$ cat src/rtl/z80_bus_pkg.sv
// Shared constants for the Z80 memory-bus stage: UART window decode, STATUS
// layout and transmitter states.
package z80_bus_pkg;

   localparam logic [15:0] WIN_BASE = 16'hFFF0;

   localparam logic [1:0] OFF_TXDATA = 2'd0;
   localparam logic [1:0] OFF_STATUS = 2'd1;
   localparam logic [1:0] OFF_DIVLO  = 2'd2;
   localparam logic [1:0] OFF_DIVHI  = 2'd3;

   localparam int unsigned STAT_FULL  = 0;
   localparam int unsigned STAT_EMPTY = 1;
   localparam int unsigned STAT_BUSY  = 2;
   localparam int unsigned STAT_OVF   = 3;

   typedef enum logic [1:0] {
      IDLE,
      START,
      DATA,
      STOP
   } tx_state_e;

endpackage

$ cat src/rtl/z80_tx_fifo.sv
// Byte-wide transmit FIFO; extra pointer MSB tells full from empty.
// A push while full is only accepted when a pop frees the slot in the same cycle.
module z80_tx_fifo #(
   parameter int unsigned FIFO_DEPTH = 4
) (
   input  logic       clk_i,
   input  logic       rst_i,
   input  logic       push_i,
   input  logic       pop_i,
   input  logic [7:0] din_i,
   output logic [7:0] dout_o,
   output logic       full_o,
   output logic       empty_o
);

   localparam int unsigned AW = $clog2(FIFO_DEPTH);
   localparam logic [AW:0] PTR_ONE = 1;

   logic [AW:0] wptr_q, rptr_q;
   logic [7:0]  mem_q [FIFO_DEPTH];
   logic        do_push, do_pop;

   assign full_o  = (wptr_q[AW] != rptr_q[AW]) && (wptr_q[AW-1:0] == rptr_q[AW-1:0]);
   assign empty_o = (wptr_q == rptr_q);
   assign dout_o  = mem_q[rptr_q[AW-1:0]];

   assign do_push = push_i && (!full_o || pop_i);
   assign do_pop  = pop_i && !empty_o;

   always_ff @(posedge clk_i) begin
      if (rst_i) begin
         wptr_q <= '0;
         rptr_q <= '0;
      end else begin
         if (do_push) wptr_q <= wptr_q + PTR_ONE;
         if (do_pop)  rptr_q <= rptr_q + PTR_ONE;
      end
   end

   always_ff @(posedge clk_i) begin
      if (!rst_i && do_push) mem_q[wptr_q[AW-1:0]] <= din_i;
   end

endmodule

$ cat src/rtl/z80_bus_uart.sv
// Z80 memory-bus stage: passes accesses to RAM and maps an 8N1 UART transmitter
// at 0xFFF0-0xFFF3, with read data aligned to the RAM's one-cycle latency.
module z80_bus_uart
   import z80_bus_pkg::*;
#(
   parameter int unsigned FIFO_DEPTH = 4,
   parameter int unsigned BAUD_DIV   = 433
) (
   input  logic        clock,
   input  logic        reset,
   input  logic [15:0] address,
   input  logic [7:0]  data_i,
   input  logic        we,
   output logic [7:0]  data_o,
   output logic [15:0] ram_address,
   output logic [7:0]  ram_data_o,
   output logic        ram_we,
   input  logic [7:0]  ram_data_i,
   output logic        tx
);

   logic       win_hit, wr_tx, rd_status, drop, pop;
   logic [1:0] offset;
   logic [7:0] fifo_dout, status;
   logic       fifo_full, fifo_empty;

   logic        hit_q;
   logic [7:0]  rdata_q, rdata_d;
   logic        ovf_q, ovf_d;
   logic [15:0] div_q, div_d;

   tx_state_e   state_q, state_d;
   logic [15:0] cnt_q, cnt_d, fdiv_q, fdiv_d;
   logic [7:0]  shift_q, shift_d;
   logic [2:0]  bit_q, bit_d;
   logic        tx_q, tx_d;

   assign win_hit     = (address[15:2] == WIN_BASE[15:2]);
   assign offset      = address[1:0];
   assign ram_address = address;
   assign ram_data_o  = data_i;
   assign ram_we      = we && !win_hit;

   assign wr_tx     = we && win_hit && (offset == OFF_TXDATA);
   assign rd_status = !we && win_hit && (offset == OFF_STATUS);
   // A simultaneous pop frees the slot, so only an unaccompanied push to a full FIFO drops.
   assign drop      = wr_tx && fifo_full && !pop;

   z80_tx_fifo #(
      .FIFO_DEPTH(FIFO_DEPTH)
   ) u_fifo (
      .clk_i  (clock),
      .rst_i  (reset),
      .push_i (wr_tx),
      .pop_i  (pop),
      .din_i  (data_i),
      .dout_o (fifo_dout),
      .full_o (fifo_full),
      .empty_o(fifo_empty)
   );

   always_comb begin
      status             = '0;
      status[STAT_FULL]  = fifo_full;
      status[STAT_EMPTY] = fifo_empty;
      status[STAT_BUSY]  = (state_q != IDLE);
      status[STAT_OVF]   = ovf_q;

      case (offset)
         OFF_TXDATA: rdata_d = 8'h00;
         OFF_STATUS: rdata_d = status;
         OFF_DIVLO:  rdata_d = div_q[7:0];
         default:    rdata_d = div_q[15:8];
      endcase

      ovf_d = drop ? 1'b1 : (rd_status ? 1'b0 : ovf_q);

      div_d = div_q;
      if (we && win_hit && offset == OFF_DIVLO) div_d[7:0]  = data_i;
      if (we && win_hit && offset == OFF_DIVHI) div_d[15:8] = data_i;
   end

   always_ff @(posedge clock) begin
      if (reset) begin
         hit_q   <= 1'b0;
         rdata_q <= 8'h00;
         ovf_q   <= 1'b0;
         div_q   <= 16'(BAUD_DIV);
      end else begin
         hit_q   <= win_hit;
         rdata_q <= rdata_d;
         ovf_q   <= ovf_d;
         div_q   <= div_d;
      end
   end

   assign data_o = hit_q ? rdata_q : ram_data_i;

   // Transmitter: state register
   always_ff @(posedge clock) begin
      if (reset) begin
         state_q <= IDLE;
         cnt_q   <= '0;
         fdiv_q  <= '0;
         shift_q <= '0;
         bit_q   <= '0;
         tx_q    <= 1'b1;
      end else begin
         state_q <= state_d;
         cnt_q   <= cnt_d;
         fdiv_q  <= fdiv_d;
         shift_q <= shift_d;
         bit_q   <= bit_d;
         tx_q    <= tx_d;
      end
   end

   // Transmitter: next state; fdiv_q holds the frame's divisor so DIV writes wait a frame
   always_comb begin
      state_d = state_q;
      cnt_d   = cnt_q;
      fdiv_d  = fdiv_q;
      shift_d = shift_q;
      bit_d   = bit_q;
      pop     = 1'b0;
      unique case (state_q)
         IDLE: begin
            if (!fifo_empty) begin
               pop     = 1'b1;
               shift_d = fifo_dout;
               cnt_d   = div_q;
               fdiv_d  = div_q;
               state_d = START;
            end
         end
         START: begin
            if (cnt_q == 16'd0) begin
               cnt_d   = fdiv_q;
               bit_d   = 3'd0;
               state_d = DATA;
            end else begin
               cnt_d = cnt_q - 16'd1;
            end
         end
         DATA: begin
            if (cnt_q == 16'd0) begin
               cnt_d   = fdiv_q;
               shift_d = shift_q >> 1;
               if (bit_q == 3'd7) state_d = STOP;
               else bit_d = bit_q + 3'd1;
            end else begin
               cnt_d = cnt_q - 16'd1;
            end
         end
         default: begin
            if (cnt_q == 16'd0) state_d = IDLE;
            else cnt_d = cnt_q - 16'd1;
         end
      endcase
   end

   // Transmitter: output, registered so tx never glitches
   always_comb begin
      case (state_d)
         START:   tx_d = 1'b0;
         DATA:    tx_d = shift_d[0];
         default: tx_d = 1'b1;
      endcase
   end

   assign tx = tx_q;

endmodule
$ cat config.mk
export PLATFORM = sky130hd
export DESIGN_NAME = z80_bus_uart
export DESIGN_NICKNAME = d
export VERILOG_FILES = /design/src/rtl/z80_bus_pkg.sv /design/src/rtl/z80_tx_fifo.sv /design/src/rtl/z80_bus_uart.sv
export SDC_FILE = /design/constraint.sdc
export NUM_CORES = 1
export LEC_CHECK = 0
export CORE_AREA = 2 2 122 124
export CTS_CLUSTER_SIZE = 20
export DETAILED_ROUTE_END_ITERATION = 16
export DIE_AREA = 0 0 124 126
export SLEW_MARGIN = 15
export SYNTH_ARGS = -nofsm -noshare
export SYNTH_HDL_FRONTEND = slang
export SYNTH_SLANG_ARGS = --single-unit
$ cat constraint.sdc
create_clock -name clock -period 5.27 [get_ports clock]
set_input_delay 1.3175 -clock clock [delete_from_list [all_inputs] [get_ports clock]]
set_output_delay 1.3175 -clock clock [all_outputs]
set_load 0.02 [all_outputs]
==> qor.txt <==
Count of final hold-check violations: 0
Worst Hold Class: register to register
Clock latency on the worst-skew pair: 370 ps
Rows: 44
Pwr Density: 421.7 mW/mm^2
Clock transition at path regs: 80 ps
Most common cell after layout, fill and taps aside: dfxtp_1
Sequential area share after synthesis: 45.74%
Nets: 657
Height of the die: 126 um
Post-placement setup slack: 848.3 ps
WL final: 13,900 um
Gate Count Post-Synth: 583
Vias: 4,433
Startpoint types: primary input
H-tree depth: 3
Max-Cap Viols: 0
Root Buffer: clkbuf_16
Core ar.: 0.01431 sq mm
Clock Tree Buf Depth: 2
Post-synthesis cell type count: 65
R2R depth: 7
Post-route setup slack: 852.9 ps
DRT Pass-1 Iters: 5
CP Max Fanout: 3
Setup CP Type: primary input to output pin
Final Wtd Congestion: 0.8429
Mapped Area: 0.005602 sq mm
Maximum vdd drop: 207.8 uV
Ys Warns: 0
Peak Freq: 226.4 MHz
Fin util: 45.54%
Final cycle utilization of the critical path: 83.82%
Share of cells above drive strength 1: 10.42%
Post-synth net total: 631
CTS tree: built
Critical-path top delay cell: clkdlybuf4s50_1
Post-CTS sizing: 0
Top_reg_cell synth: dfxtp_1
Die W: 124 um
Port Buffers: 68
Tightest Pin Transition: 798.6 ps
Avg Synthesized Cell Area: 9.608 sq um
Final setup skew: 9.350 ps
Vias per inst: 5.555
Pleak: 2.372 nW
Most frequent cells in the layout: dfxtp_1 (80), nor2_1 (69), clkdlybuf4s50_1 (67)
Post-synth top area share: 28.59%
Drc violations: 0
WL/cell: 17.42 um
Diode count: 0
Post-CTS Setup Bufs: 0
Worst Path Required: 3950 ps
Max-slew violations: 0
Total track usage: 18.82%
Remaining global-route overflow: 0
Routed Antenna Nets: 0
IO Pins: 69
Pwr Total: 0.002749 W
Final min period: 4417 ps
Max stage delay on crit path: 560 ps
Die area: 0.01562 sq mm
Synth top area cells: dfxtp_1 (29%), edfxtp_1 (17%), nor2_1 (4.6%)
RSZ-0062 raised after global routing: no
DRT iter0 DRCs: 233
Status: completed
Final setup violation count: 0
Hold path depth: 2
First-pass GRT wire length: 22,780 um
Ys async rst share: 0%
Crit-path cells: clkdlybuf4s50_1, or2_1, nor4_1, nor2_1, clkdlybuf4s50_1
Arr. time, crit path: 3100 ps
Pin count of the biggest net entering global routing: 44
Most frequent CP cell: clkdlybuf4s50_1
Post-cts hold buffer count: 0
Post-synth EDFFs: 32
Setup TNS: 0 ps
Most area-hungry cell type in the Yosys netlist: dfxtp_1
Worst setup EP type: output pin
Post-DP HPWL: 9794 um
Initial Util: 39.13%
Worst Hold Slack: 459.5 ps
Yosys reg bits: 112
Clock sinks: 112
Vias in the first global route: 4,387
Area delta synth->final: 16.37%
Initial antenna violation count: 0
Slew HR: 46.76%
Num CTS Buffers: 9
[worst paths after layout]
kind | from | endpoint | slack, ps
min | fdiv_q[13] | fdiv_q[13] | 460
max reg2reg | cnt_q[0] | shift_q[5] | 2250
max | address[3] | ram_we | 850
min reg2reg | fdiv_q[13] | fdiv_q[13] | 460
[layer usage]
layer	share of wire, %	track usage (%)
met1	46	24.71
met4	1.3	6.477
met3	5.4	4.257
met5	0	0
met2	48	30.48
[critical path, delay by kind of cell]
family,cells,cell delay (ps)
simple gates,3,800
buf+inv,2,970
[cell type report]
class,count,area [sq um]
Fill cell,1402,7795
Clock buffer,9,225.2
Timing Repair Buffer,76,735.7
Clock inverter,7,78.83
Tap cell,184,230.2
Inverter,21,78.83
Multi-Input combinational cell,389,2608
Sequential cell,112,2562
[Yosys cell counts (all sizes together) (4+ instances only)]
cell / instances
nand4: 8
nor4: 5
xor2: 5
mux2: 14
a21oi: 40
nor3: 11
a311oi: 8
inv: 20
clkbuf: 29
a31oi: 9
a221oi: 5
and2: 4
mux2i: 19
o21ai: 26
o22ai: 7
a22oi: 5
buf: 32
mux4: 8
nand2: 58
or2: 4
or4: 5
and3: 4
edfxtp: 32
a211o: 5
dfxtp: 80
ha: 13
a211oi: 6
nor2: 69
nand3: 10
[power breakdown]
part / total, W / leakage (nW) / internal, W / switching, W
sequential: 0.000974 / 0.934 / 0.000932 / 0.0000422
combinational: 0.00107 / 1.29 / 0.000401 / 0.000671
clock: 0.000703 / 0.150 / 0.000341 / 0.000362
total: 0.00275 / 2.37 / 0.00167 / 0.00108
[metrics by stage]
step,std cells,instance area (sq um)
2_1_floorplan,583,5602
3_5_place_dp,782,6215
5_1_grt,798,6519
4_1_cts,798,6519
3_3_place_gp,782,6215
6_report,798,6519
[state kept, by name, indices dropped and copies added (netlist names), 8 cells and up, named ones only]
name and flops:
cnt_q 16, shift_q 8, fdiv_q 16, div_q 16
u_fifo.mem_q 32, rdata_q 8
[kinds of logic (layout without fill, tap and decap cells)]
kind of cell / Yosys count / in the layout / share of synthesized area (%)
buf+inv: 82 / 113 / 7.795
simple gates: 191 / 191 / 16.24
mux: 41 / 41 / 9.426
flops: 112 / 112 / 45.74
xor+xnor: 8 / 8 / 1.251
compound gates: 136 / 136 / 16.64
fa+ha+maj: 13 / 13 / 2.904
(Power assumes the default switching activity.)
